File: src/rtl/activation_scheduler_if.sv
// Bundle of request, activation-unit and response signals around the activation scheduler.
// The slave modport is the scheduler's view; master is the surrounding system.
interface activation_scheduler_if #(
  parameter int NUM_REQ = 4,
  parameter int IDW     = $clog2(NUM_REQ)
);
  logic [NUM_REQ-1:0]    req_valid_i;
  logic [NUM_REQ*32-1:0] req_data_i;
  logic [NUM_REQ*2-1:0]  req_func_i;
  logic [NUM_REQ-1:0]    req_ready_o;
  logic                  act_valid_o;
  logic [31:0]           act_data_o;
  logic [1:0]            act_sel_o;
  logic                  act_done_i;
  logic [31:0]           act_result_i;
  logic                  rsp_valid_o;
  logic                  rsp_ready_i;
  logic [IDW-1:0]        rsp_id_o;
  logic [31:0]           rsp_data_o;
  logic                  rsp_err_o;
  logic                  busy_o;

  modport slave (
    input  req_valid_i, req_data_i, req_func_i, act_done_i, act_result_i, rsp_ready_i,
    output req_ready_o, act_valid_o, act_data_o, act_sel_o,
           rsp_valid_o, rsp_id_o, rsp_data_o, rsp_err_o, busy_o
  );

  modport master (
    output req_valid_i, req_data_i, req_func_i, act_done_i, act_result_i, rsp_ready_i,
    input  req_ready_o, act_valid_o, act_data_o, act_sel_o,
           rsp_valid_o, rsp_id_o, rsp_data_o, rsp_err_o, busy_o
  );
endinterface

File: src/rtl/activation_scheduler.sv
// Round-robin scheduler sharing one sigmoid/tanh activation unit among NUM_REQ requesters,
// one operation in flight, with illegal-function and completion-timeout error responses.
module activation_scheduler #(
  parameter int NUM_REQ = 4,
  parameter int TIMEOUT = 64,
  parameter int IDW     = $clog2(NUM_REQ)
) (
  input  logic                   clk_i,
  input  logic                   rstn_i,
  activation_scheduler_if.slave  bus
);

  localparam int          CW       = $clog2(TIMEOUT);
  localparam logic [31:0] QNAN_VAL = 32'h7FC00000;

  typedef enum logic [1:0] {IDLE, ISSUE, WAIT, RESP} state_e;

  state_e             state_q, state_d;
  logic [IDW-1:0]     last_grant_q, last_grant_d;
  logic [IDW-1:0]     id_q, id_d;
  logic [31:0]        data_q, data_d;
  logic [1:0]         sel_q, sel_d;
  logic [31:0]        rsp_data_q, rsp_data_d;
  logic               rsp_err_q, rsp_err_d;
  logic [CW-1:0]      cnt_q, cnt_d;

  logic               grant_found;
  logic [IDW-1:0]     grant_idx;
  logic [NUM_REQ-1:0] grant_oh;
  logic               act_valid;
  logic               rsp_valid;

  // Search starts just after the last served requester, so a held request waits at most NUM_REQ grants.
  always_comb begin
    int idx;
    idx         = 0;
    grant_found = 1'b0;
    grant_idx   = '0;
    for (int off = 1; off <= NUM_REQ; off++) begin
      idx = int'(last_grant_q) + off;
      if (idx >= NUM_REQ) idx = idx - NUM_REQ;
      if (!grant_found && bus.req_valid_i[IDW'(idx)]) begin
        grant_found = 1'b1;
        grant_idx   = IDW'(idx);
      end
    end
  end

  always_comb begin
    state_d      = state_q;
    last_grant_d = last_grant_q;
    id_d         = id_q;
    data_d       = data_q;
    sel_d        = sel_q;
    rsp_data_d   = rsp_data_q;
    rsp_err_d    = rsp_err_q;
    cnt_d        = cnt_q;
    grant_oh     = '0;
    act_valid    = 1'b0;
    rsp_valid    = 1'b0;

    case (state_q)
      IDLE: begin
        if (grant_found) begin
          grant_oh[grant_idx] = 1'b1;
          id_d                = grant_idx;
          data_d              = bus.req_data_i[32*grant_idx +: 32];
          sel_d               = bus.req_func_i[2*grant_idx +: 2];
          state_d             = ISSUE;
        end
      end
      ISSUE: begin
        cnt_d = '0;
        if (sel_q[1]) begin
          rsp_err_d  = 1'b1;
          rsp_data_d = '0;
          state_d    = RESP;
        end else begin
          act_valid = 1'b1;
          state_d   = WAIT;
        end
      end
      WAIT: begin
        cnt_d = cnt_q + CW'(1);
        // Completion is checked before the timeout so a coincident done is not an error.
        if (bus.act_done_i) begin
          rsp_data_d = bus.act_result_i;
          rsp_err_d  = 1'b0;
          state_d    = RESP;
        end else if (cnt_q == CW'(TIMEOUT - 1)) begin
          rsp_data_d = QNAN_VAL;
          rsp_err_d  = 1'b1;
          state_d    = RESP;
        end
      end
      RESP: begin
        rsp_valid = 1'b1;
        if (bus.rsp_ready_i) begin
          last_grant_d = id_q;
          state_d      = IDLE;
        end
      end
      default: state_d = IDLE;
    endcase
  end

  always_ff @(posedge clk_i) begin
    if (!rstn_i) begin
      state_q      <= IDLE;
      last_grant_q <= IDW'(NUM_REQ - 1);
      id_q         <= '0;
      data_q       <= '0;
      sel_q        <= '0;
      rsp_data_q   <= '0;
      rsp_err_q    <= 1'b0;
      cnt_q        <= '0;
    end else begin
      state_q      <= state_d;
      last_grant_q <= last_grant_d;
      id_q         <= id_d;
      data_q       <= data_d;
      sel_q        <= sel_d;
      rsp_data_q   <= rsp_data_d;
      rsp_err_q    <= rsp_err_d;
      cnt_q        <= cnt_d;
    end
  end

  // Grants are masked while reset is held so nothing looks accepted during reset.
  assign bus.req_ready_o = rstn_i ? grant_oh : '0;
  assign bus.act_valid_o = act_valid;
  assign bus.act_data_o  = (state_q == ISSUE || state_q == WAIT) ? data_q : '0;
  assign bus.act_sel_o   = (state_q == ISSUE || state_q == WAIT) ? sel_q : '0;
  assign bus.rsp_valid_o = rsp_valid;
  assign bus.rsp_id_o    = rsp_valid ? id_q : '0;
  assign bus.rsp_data_o  = rsp_valid ? rsp_data_q : '0;
  assign bus.rsp_err_o   = rsp_valid ? rsp_err_q : 1'b0;
  assign bus.busy_o      = (state_q != IDLE);

endmodule

File: src/flat_wrapper.sv
// flat-port wrapper written by rule: the top's interface ports become plain ports
module activation_scheduler_flat 
#(
  parameter int NUM_REQ = 4,
  parameter int TIMEOUT = 64,
  parameter int IDW     = $clog2(NUM_REQ)
)
  (clk_i, rstn_i, bus_req_valid_i, bus_req_data_i, bus_req_func_i, bus_act_done_i, bus_act_result_i, bus_rsp_ready_i, bus_req_ready_o, bus_act_valid_o, bus_act_data_o, bus_act_sel_o, bus_rsp_valid_o, bus_rsp_id_o, bus_rsp_data_o, bus_rsp_err_o, bus_busy_o);
  activation_scheduler_if #(.NUM_REQ(NUM_REQ), .IDW(IDW)) bus_i ();
  input  logic clk_i;
  input  logic rstn_i;
  input wire logic [$bits(bus_i.req_valid_i)-1:0] bus_req_valid_i;
  input wire logic [$bits(bus_i.req_data_i)-1:0] bus_req_data_i;
  input wire logic [$bits(bus_i.req_func_i)-1:0] bus_req_func_i;
  input wire logic [$bits(bus_i.act_done_i)-1:0] bus_act_done_i;
  input wire logic [$bits(bus_i.act_result_i)-1:0] bus_act_result_i;
  input wire logic [$bits(bus_i.rsp_ready_i)-1:0] bus_rsp_ready_i;
  output wire logic [$bits(bus_i.req_ready_o)-1:0] bus_req_ready_o;
  output wire logic [$bits(bus_i.act_valid_o)-1:0] bus_act_valid_o;
  output wire logic [$bits(bus_i.act_data_o)-1:0] bus_act_data_o;
  output wire logic [$bits(bus_i.act_sel_o)-1:0] bus_act_sel_o;
  output wire logic [$bits(bus_i.rsp_valid_o)-1:0] bus_rsp_valid_o;
  output wire logic [$bits(bus_i.rsp_id_o)-1:0] bus_rsp_id_o;
  output wire logic [$bits(bus_i.rsp_data_o)-1:0] bus_rsp_data_o;
  output wire logic [$bits(bus_i.rsp_err_o)-1:0] bus_rsp_err_o;
  output wire logic [$bits(bus_i.busy_o)-1:0] bus_busy_o;
  assign bus_i.req_valid_i = bus_req_valid_i;
  assign bus_i.req_data_i = bus_req_data_i;
  assign bus_i.req_func_i = bus_req_func_i;
  assign bus_i.act_done_i = bus_act_done_i;
  assign bus_i.act_result_i = bus_act_result_i;
  assign bus_i.rsp_ready_i = bus_rsp_ready_i;
  assign bus_req_ready_o = bus_i.req_ready_o;
  assign bus_act_valid_o = bus_i.act_valid_o;
  assign bus_act_data_o = bus_i.act_data_o;
  assign bus_act_sel_o = bus_i.act_sel_o;
  assign bus_rsp_valid_o = bus_i.rsp_valid_o;
  assign bus_rsp_id_o = bus_i.rsp_id_o;
  assign bus_rsp_data_o = bus_i.rsp_data_o;
  assign bus_rsp_err_o = bus_i.rsp_err_o;
  assign bus_busy_o = bus_i.busy_o;
  activation_scheduler #(.NUM_REQ(NUM_REQ), .TIMEOUT(TIMEOUT), .IDW(IDW)) u_core (.clk_i(clk_i), .rstn_i(rstn_i), .bus(bus_i));
endmodule
File: config.mk
export PLATFORM = sky130hd
export DESIGN_NAME = activation_scheduler_flat
export DESIGN_NICKNAME = d
export VERILOG_FILES = /design/src/rtl/activation_scheduler_if.sv /design/src/rtl/activation_scheduler.sv /design/src/flat_wrapper.sv
export SDC_FILE = /design/constraint.sdc
export NUM_CORES = 1
export LEC_CHECK = 0
export CAP_MARGIN = 20
export CORE_MARGIN = 5
export CORE_UTILIZATION = 40
export DETAILED_ROUTE_END_ITERATION = 10
export PLACE_DENSITY = 0.82
export SETUP_SLACK_MARGIN = 0.05
export SKIP_LAST_GASP = 1
export SLEW_MARGIN = 20
export SYNTH_ARGS = -nofsm -noshare
export SYNTH_HDL_FRONTEND = slang
export SYNTH_SLANG_ARGS = --single-unit
File: constraint.sdc
create_clock -name clk_i -period 2.3 [get_ports clk_i]
set_clock_uncertainty 0.15 [all_clocks]
set_input_delay 0.345 -clock clk_i [delete_from_list [all_inputs] [get_ports clk_i]]
set_output_delay 0.345 -clock clk_i [all_outputs]
set_load 0.05 [all_outputs]
# [Yosys cells after proc, flatten, opt, wreduce, memory -nomap -nowiden]
# Index checks and enable logic that the tools add are counted.
[totals] reg_bits=79 latch_bits=0 mem_bits_rw=0 romBits=0 input_bits=176 word_cells=104 n_memories=0
[op_classes] n_addsub=9 mul=0 div=0 order_cmp=10 eq_ne=8 n_shift=2 n_mux=52 bitwise_logic=0 reduce_logical=15
[op_table] op="32-bit two-way mux" n=5
[op_table] op="128-bit by 8-bit variable part select with 32-bit output" n=1
[op_table] op="32-bit case mux with 2 select lines" n=1
[op_table] op="2-bit two-way mux" n=14
[op_table] op="1-bit two-way mux" n=21
[op_table] op="2-bit by 4-bit less-than comparator with 1-bit output, second input constant" n=4
[op_table] op="4-bit two-way mux" n=3
[op_table] op="6-bit case mux with 2 select lines" n=1
[op_table] op="3-bit >= comparator, second input constant" n=3
[op_table] op="1-bit binary-select mux with 2-bit select" n=4
[op_table] op="2-bit case mux with 4 select lines" n=1
[op_table] op="8-bit by 4-bit variable part select with 2-bit output" n=1
[op_table] op="2-bit by 1-bit subtractor with 2-bit output, second input constant" n=4
[op_table] op="2-bit by 2-bit adder with 3-bit output, second input constant" n=2
[op_table] op="6-bit by 1-bit adder with 6-bit output, second input constant" n=1
[op_table] op="6-bit equality test, second input constant" n=1
[op_table] op="3-bit AND reduction" n=2
[op_table] op="2-bit by 3-bit adder with 4-bit output, second input constant" n=1
[op_table] op="2-bit equality test, second input constant" n=2
[op_table] op="4-bit by 3-bit >= comparator with 1-bit output, second input constant" n=1
[op_table] op="1-bit logical AND" n=4
[op_table] op="2-bit by 1-bit != test with 1-bit output, second input constant" n=2
[op_table] op="2-bit AND reduction" n=2
[op_table] op="2-bit nonzero test" n=2
[op_table] op="11 further kinds" n=13

# [Longest topological paths before layout]
# Gate-level depths: netlist of the first run.
[depth] word_depth=23 ltp_mapped=9

# [Least setup slack after synthesis of the first run]
# OpenSTA, ideal clock, no wires.
[synth_timing] kind="register -> output" startpoint="register u_core.state_q[0]" endpoint="output bus_req_ready_o[2]" arrival_time_ns=2.139 path_slack_ns=-0.334 path_stages_with_launch=8 path_buffers=2 cell_sequence="dfxtp_1 inv_1 ha_1 nand2_1 or4_1 buf_2 buf_6 nor2_1"
[synth_between] elab_chain_cells=3
[synth_rtl] item="start, declared" line="activation_scheduler.sv:18" text="state_e state_q, state_d;"
[synth_rtl] item="start signal, assigned" line="activation_scheduler.sv:118" text="state_q <= state_d;"
[synth_rtl] item="2-bit logical NOT" line="activation_scheduler.sv:62" text="case (state_q)"
[synth_rtl] item="4-bit two-way mux" line="activation_scheduler.sv:62"
[synth_rtl] item="4-bit two-way mux" line="activation_scheduler.sv:130" text="assign bus.req_ready_o = rstn_i ? grant_oh : '0;"
[synth_rtl] item="end, declared" line="flat_wrapper.sv:18" text="output wire logic [$bits(bus_i.req_ready_o)-1:0] bus_req_ready_o;"
# Every way passes these cells.

# [Final worst setup path of the first run]
[layout_timing] startpoint="register u_core.last_grant_q[1]" endpoint="output bus_req_ready_o[3]"
[layout_between] elab_chain_cells=23 word_cells_on_any_way=50 classes_between="add/sub (8); order compare (6); mux (29); reduce/logical (7)"
[layout_rtl] item="start, declared" line="activation_scheduler.sv:19" text="logic [IDW-1:0] last_grant_q, last_grant_d;"
[layout_rtl] item="start signal, assigned" line="activation_scheduler.sv:110" text="last_grant_q <= IDW'(NUM_REQ - 1);"
[layout_rtl] item="start signal, assigned" line="activation_scheduler.sv:119" text="last_grant_q <= last_grant_d;"
[layout_rtl] item="2-bit by 1-bit adder with 3-bit output" line="activation_scheduler.sv:40" text="idx = int'(last_grant_q) + off;"
[layout_rtl] item="3-bit >= comparator or 2-bit by 1-bit subtractor with 2-bit output (tied branches)" line="activation_scheduler.sv:41" text="if (idx >= NUM_REQ) idx = idx - NUM_REQ;"
[layout_rtl] item="2-bit two-way mux" line="activation_scheduler.sv:41"
[layout_rtl] item="1-bit binary-select mux with 2-bit select" line="activation_scheduler.sv:42" text="if (!grant_found && bus.req_valid_i[IDW'(idx)]) begin"
[layout_rtl] item="1-bit two-way mux (not written as such) (2 in a row)" line="activation_scheduler.sv:42"
[layout_rtl] item="1-bit two-way mux" line="activation_scheduler.sv:42"
[layout_rtl] item="1-bit logical NOT" line="activation_scheduler.sv:42"
[layout_rtl] item="1-bit logical AND" line="activation_scheduler.sv:42"
[layout_rtl] item="[6 not listed]"
[layout_rtl] item="2-bit two-way mux" line="activation_scheduler.sv:42"
[layout_rtl] item="2-bit by 3-bit less-than comparator with 1-bit output (not written as such) or 2-bit by 1-bit >= comparator with 1-bit output (tied branches)" line="activation_scheduler.sv:65" text="grant_oh[grant_idx] = 1'b1;"
[layout_rtl] item="1-bit logical AND (not written as such)" line="activation_scheduler.sv:65"
[layout_rtl] item="1-bit two-way mux (not written as such)" line="activation_scheduler.sv:65"
[layout_rtl] item="1-bit demux with 2-bit select"
[layout_rtl] item="4-bit two-way mux (*)" line="activation_scheduler.sv:64" text="if (grant_found) begin"
[layout_rtl] item="4-bit two-way mux (*)" line="activation_scheduler.sv:62"
[layout_rtl] item="4-bit two-way mux (*)" line="activation_scheduler.sv:130"
# Every way passes the cells marked *; elsewhere a longest branch is shown, timed or not. The select of a mux whose other input is x is not followed.

==> run_results.csv, run 1 <==
group,metric,value,unit
synth,yosys_warnings,0,
synth,synth.area.mux_share,0.0812,
cells_and_area,fill_cells,737,
critical_path,ff2ff_setup_slack,170,ps
synth,async_flop_share,0,
synth,synth_top_area_cell,"dfxtp_1",
routing,wl_per_cell,17.7,um
timing,setup-violations-final,1,
floorplan,die_w,118,um
synth,yosys.cell_count.top_type,"dfxtp_1",
synth,synth_top_family_by_area,"simple AND/OR/NAND/NOR gates",
floorplan,die_y,118,um
pwr,swShare,0.385,
timing,period_share,1.00,
grt,grt_max_degree,53,
pwr,clkPwrFrac,0.218,
pwr,p_per_area,811,nW/um2
routing,first_pass_iters,5,
synth,yosys-top-cells-count,"dfxtp_1, and2_1, nand2_1, mux2i_1, a21boi_0",
routing,postRouteWirelength,17300,um
grt,grt_pass1_wl,27100,um
flow_run,drv_cap,0,
grt,grt_use_total,0.235,
floorplan,rows,39,
place,numPortBuffers,251,
floorplan,io_pins,252,
clocking,clock_sinks,79,
critical_path,worstSetupPathType,"reg -> out",
place,hpwl,13500,um
cells_and_area,final_nets,1014,
synth,yosys_most_used_dff,"dfxtp_1",
clocking,clock_latency,330,ps
synth,synth_edf_count,0,
synth,synth_area,4690,um2
timing,fmax,0.434,GHz
routing,drc,0,
grt,antenna_found_initial,1,
worst_hold_path,hold_class,"reg -> reg",
critical_path,startpoint_type,"flip-flop",
place,globalplace.congestion,0.913,
synth,yosysTopAreaCellShare,0.337,
synth,synth.avg_cell_area,8.31,um2
place,dp_cells,951,
clocking,cts_root_buf,"clkbuf_16",
pwr,pwr-share-seq,0.258,
clocking,numCtsBuffers,9,
pwr,leakage,3.54,nW
critical_path,path_max_fanout,6,
synth,syn-instance-count,564,
synth,synth-simple-area-share,0.268,
clocking,clock_path_buffers,2,
synth,synth_nets,746,
routing,via_count,5214,
clocking,cts_max_level,3,
clocking,cts_tree,"yes",
synth,synth_xor_area_frac,0.00747,
synth,synth_cell_type_count,42,
timing,slew_headroom,0.640,
timing,tns,-2.98,ps
floorplan,start_util,0.409,
pwr,p_sw,0.00275,W
timing,fin_ws,-2.98,ps
routing,drt-initial-drc-count,335,
grt,grt_overflow,0,
pwr,ir_worst_vdd,0.482,mV
outcome,violations,"setup timing",
timing,period_minus_slack,2300,ps
floorplan,dieArea,14000,um2
cells_and_area,synthToLayoutAreaGrowth,87.5,%
synth,synthTopCellsByArea,"dfxtp_1, and2_1, mux2i_1, a21boi_0, o211ai_1",
routing,viasPerCell,5.31,
grt,grt_pass1_vias,5351,
timing,hold_viol,0,
clocking,path_clk_slew,60,ps
critical_path,endpoint_kind,"output pin",
pwr,power.internal,0.00438,W
critical_path,cp.arrival,1810,ps
synth,synth-compound-area-share,0.223,
cells_and_area,layoutNonFillerInstCount,981,
floorplan,core,11500,um2
routing,ant_nets,0,
pwr,pwr-share-comb,0.524,
synth,synth_fa_ha_area_frac,0.0160,
synth,ys_seq_area_frac,0.337,
timing,tightest_slew,536,ps
critical_path,critical_path_required,1800,ps
timing,rsz0062_at_grt,"yes",
outcome,status,"complete, but fails checks",
timing,hold_slack,298,ps
timing,slew_viol_final,0,
pwr,power,0.00713,W
cells_and_area,drive_gt1_frac,0.210,
synth,synth_seq_cells,79,
place,pre_cts_ws,-293,ps
==> final timing paths <==
path                                 to              startpoint  cells past startpoint
setup / recovery     bus_req_ready_o[3]  u_core.last_grant_q[1]                      5
setup reg to reg      u_core.data_q[14]  u_core.last_grant_q[1]                      9
hold / removal    u_core.rsp_data_q[25]   u_core.rsp_data_q[25]                      2
hold reg to reg   u_core.rsp_data_q[25]   u_core.rsp_data_q[25]                      2
==> layout make-up <==
class | instances | area, um2 | area share
repair buffers | 307 | 3760 | 0.428
multi-input cells | 427 | 2910 | 0.331
flip-flops and latches | 79 | 1590 | 0.181
clock buffers | 9 | 225 | 0.0256
well taps | 143 | 179 | 0.0204
clock inverters | 7 | 95.1 | 0.0108
inverters | 8 | 30.0 | 0.00342
diodes | 1 | 2.50 | 0.000285
==> kinds of logic after synthesis <==
family	Yosys count
multiplexers	38
XOR/XNOR	4
AO/OA/AOI/OAI	149
buffers and inverters	58
flip-flops	79
AND/OR/NAND/NOR	230
adder cells (fa/ha/maj)	6
==> routing by layer <==
layer  GRT usage  share of wire
met1       0.254           0.36
met3      0.0697          0.088
met4      0.0839          0.030
met2       0.431           0.52
met5           0              0
==> per-stage QoR <==
| stage | util | instance area [um2] |
|---|---|---|
| after floorplan | - | 4700 |
| after CTS | 0.761 | 8720 |
| after global routing | 0.766 | 8790 |
| final | 0.766 | 8790 |
| after global placement | 0.720 | 8260 |
| after detailed placement | 0.720 | 8260 |
==> critical path, cell delays in order (launching register included) <==
cell and delay (ps):
dfxtp_4 380, o211ai_1 90, nand2_1 100, or4_4 610, nor2_4 160, buf_12 140
==> cells in the final DEF (no fill, tap or decap), drive strengths merged, types with 2 or more instances in the layout <==
cell and instances:
clkdlybuf4s50 171, o211ai 34, nor2b 26, ha 6
bufinv 2, o21bai 2, nand3 13, clkinv 2
buf 131, and2 71, mux2i 38, dlygate4sd2 2
inv 10, a22oi 23, nand4 2, nand2 55
nor2 14, and3 34, xor2 3, clkbuf 11
a21oi 2, o21ai 36, a21boi 43, nand2b 10
dfxtp 79
==> power groups by stage <==
stage	sequential, W	clock, W	combinational, W
2_1_floorplan	0.00180	0	0.00194
3_3_place_gp	0.00183	0	0.00348
3_5_place_dp	0.00186	0	0.00355
4_1_cts	0.00183	0.00156	0.00368
5_1_grt	0.00187	0.00163	0.00397
6_report	0.00184	0.00155	0.00373
==> sequential cells by signal (all words and copies together) (netlist names) <==
register / flops
u_core.sel_q: 2
u_core.rsp_data_q: 32
u_core.cnt_q: 6
u_core.id_q: 2
u_core.last_grant_q: 2
u_core.state_q: 2
u_core.rsp_err_q: 1
u_core.data_q: 32
==> timing repair <==
item / 4_1_cts / 5_1_grt
pin swaps: 6 / 5
gates resized for setup: 27 / 7
hold buffers: 0 / 0
buffers inserted: 10 / 4
endpoints found under the setup margin: 35 / 9
cloned: 0 / 1
endpoints found under the hold margin: 0 / 0
(Power assumes the default switching activity.)
==> inputs of run 2 (changes only) <==
Settings changed: SETUP_SLACK_MARGIN 0.05 to 0.1.
==> run 2 against run 1 <==
The run still ends with setup timing left. Final cell count shrank 0.41%. Non-clock buffer count shrank 5. Wire length up 1.4%. Critical path type unchanged. Highest routed layer unchanged. Power grew 2.1%.
==> run_results.csv, run 2 (synthesis gave the netlist of run 1 again) <==
group,metric,value,unit
outcome,status,"complete, but fails checks",
outcome,violations,"setup timing",
timing,period_share,1.02,
place,place_area,8250,um2
floorplan,die_y,118,um
timing,slew_headroom,0.693,
grt,grt_use_total,0.238,
cells_and_area,final_nets,1010,
critical_path,ff2ff_setup_slack,190,ps
floorplan,rows,39,
cells_and_area,drive_gt1_frac,0.233,
critical_path,endpoint_kind,"output pin",
floorplan,die_w,118,um
critical_path,reg2reg_to,"u_core.rsp_data_q[6]",
timing,fmax,0.426,GHz
cells_and_area,reg.largest.list,"u_core.data_q: 32 flops, u_core.rsp_data_q: 32 flops, u_core.cnt_q: 6 flops",
critical_path,reg2reg_from,"u_core.state_q[1]",
critical_path,startpoint_type,"flip-flop",
routing,ant_nets,0,
critical_path,cp.arrival,1850,ps
grt,grt_pass1_vias,5456,
timing,fin_ws,-47.7,ps
cells_and_area,fill_cells,751,
pwr,leakage,3.53,nW
clocking,ctsHoldBuffers,0,
grt,grt_pass1_wl,27200,um
timing,setup-violations-final,2,
routing,viasPerCell,5.24,
critical_path,crit_start,"u_core.state_q[1]",
clocking,cts_max_level,3,
place,globalplace.congestion,0.925,
place,dp_cells,943,
floorplan,start_util,0.409,
critical_path,endpoint,"bus_req_ready_o[2]",
clocking,path_clk_slew,60,ps
timing,tightest_slew,457,ps
worst_hold_path,hold_class,"reg -> reg",
clocking,cts_tree,"yes",
pwr,p_per_area,825,nW/um2
cells_and_area,final_cell_mix,"clkdlybuf4s50_1, buf_12, dfxtp_1",
clocking,clock_sinks,79,
worst_hold_path,min-delay-start,"u_core.rsp_data_q[26]",
routing,postRouteWirelength,17600,um
routing,wl_per_cell,18.0,um
timing,tns,-61.5,ps
floorplan,io_pins,252,
routing,first_pass_iters,5,
routing,via_count,5124,
clocking,numCtsBuffers,9,
grt,grt_overflow,0,
cells_and_area,synthToLayoutAreaGrowth,88.1,%
critical_path,reg2reg_depth,9,
place,numPortBuffers,251,
cells_and_area,finalInstanceArea,8820,um2
place,hpwl,13600,um
clocking,cts_root_buf,"clkbuf_16",
timing,hold_viol,0,
floorplan,dieArea,14000,um2
timing,rsz0062_at_grt,"yes",
timing,slew_viol_final,0,
critical_path,worstSetupPathType,"reg -> out",
clocking,clock_path_buffers,2,
critical_path,critical_path_required,1800,ps
routing,drt-initial-drc-count,342,
clocking,clock_latency,330,ps
floorplan,core,11500,um2
flow_run,drv_cap,0,
routing,drc,0,
critical_path,path_max_fanout,4,
place,pre_cts_ws,-270,ps
grt,grt_max_degree,58,
cells_and_area,final_util,0.769,
timing,period_minus_slack,2350,ps
cells_and_area,final_common_cell,"clkdlybuf4s50_1",
cells_and_area,layoutNonFillerInstCount,977,
pwr,ir_worst_vdd,0.487,mV
grt,antenna_found_initial,1,
[run 2: cell count changes in the layout (fill, tap and decap cells not counted), sizes merged]
cell | before | now
buf | 131 | 126
clkbuf | 11 | 12
clkdlybuf4s50 | 171 | 170
clkinvlp | 1 | 2
dlygate4sd2 | 2 | 3
inv | 10 | 8
nor2 | 14 | 15
[run 2: metal layers]
layer,global-route usage,wire [um],vias to the layer above
li1,-,-,2502
met4,0.0810,471,0
met5,0,0,-
met3,0.0745,1380,40
met1,0.255,6540,2363
met2,0.438,9170,219
[run 2: per-stage QoR]
stage               hold slack [ps]  power (W)
floorplan                       275    0.00378
global placement                284    0.00531
detailed placement              291    0.00539
CTS                             299    0.00708
global route                    309    0.00763
finish                          297    0.00728
[run 2: critical path, cell delays in order (launching register included)]
cell and delay, ps:
dfxtp_2 330, inv_2 70, ha_4 140, nand2_2 60
or4_4 490, buf_6 150, nor2_4 130, buf_12 140
[run 2: what timing repair did]
item,CTS,global route
setup buffers,14,1
endpoints found under the hold margin,0,0
resized for setup,21,12
pin swaps,8,6
cloned,0,3
endpoints found under the setup margin,65,39
[run 2: worst min path at each step]
stage                            end  slack, ps  cells past startpoint
6_report       u_core.rsp_data_q[26]        300                      2
5_1_grt        u_core.rsp_data_q[26]        310                      2
4_1_cts        u_core.rsp_data_q[26]        300                      2
3_5_place_dp   u_core.rsp_data_q[26]        290                      2
3_3_place_gp   u_core.rsp_data_q[26]        280                      2
2_1_floorplan        u_core.sel_q[0]        270                      2
[run 2: cell type report]
type	count	area [um2]	share of cell area
diodes	1	2.50	0.000284
repair buffers	302	3730	0.424
well taps	143	179	0.0203
clock inverters	6	85.1	0.00965
multi-input cells	428	2970	0.337
flip-flops and latches	79	1590	0.180
clock buffers	10	229	0.0260
inverters	8	30.0	0.00341
[run 2: report_power, final]
part	switching, W	total, W	internal [W]
sequential	0.000161	0.00183	0.00167
clock	0.000567	0.00151	0.000947
combinational	0.00205	0.00393	0.00188
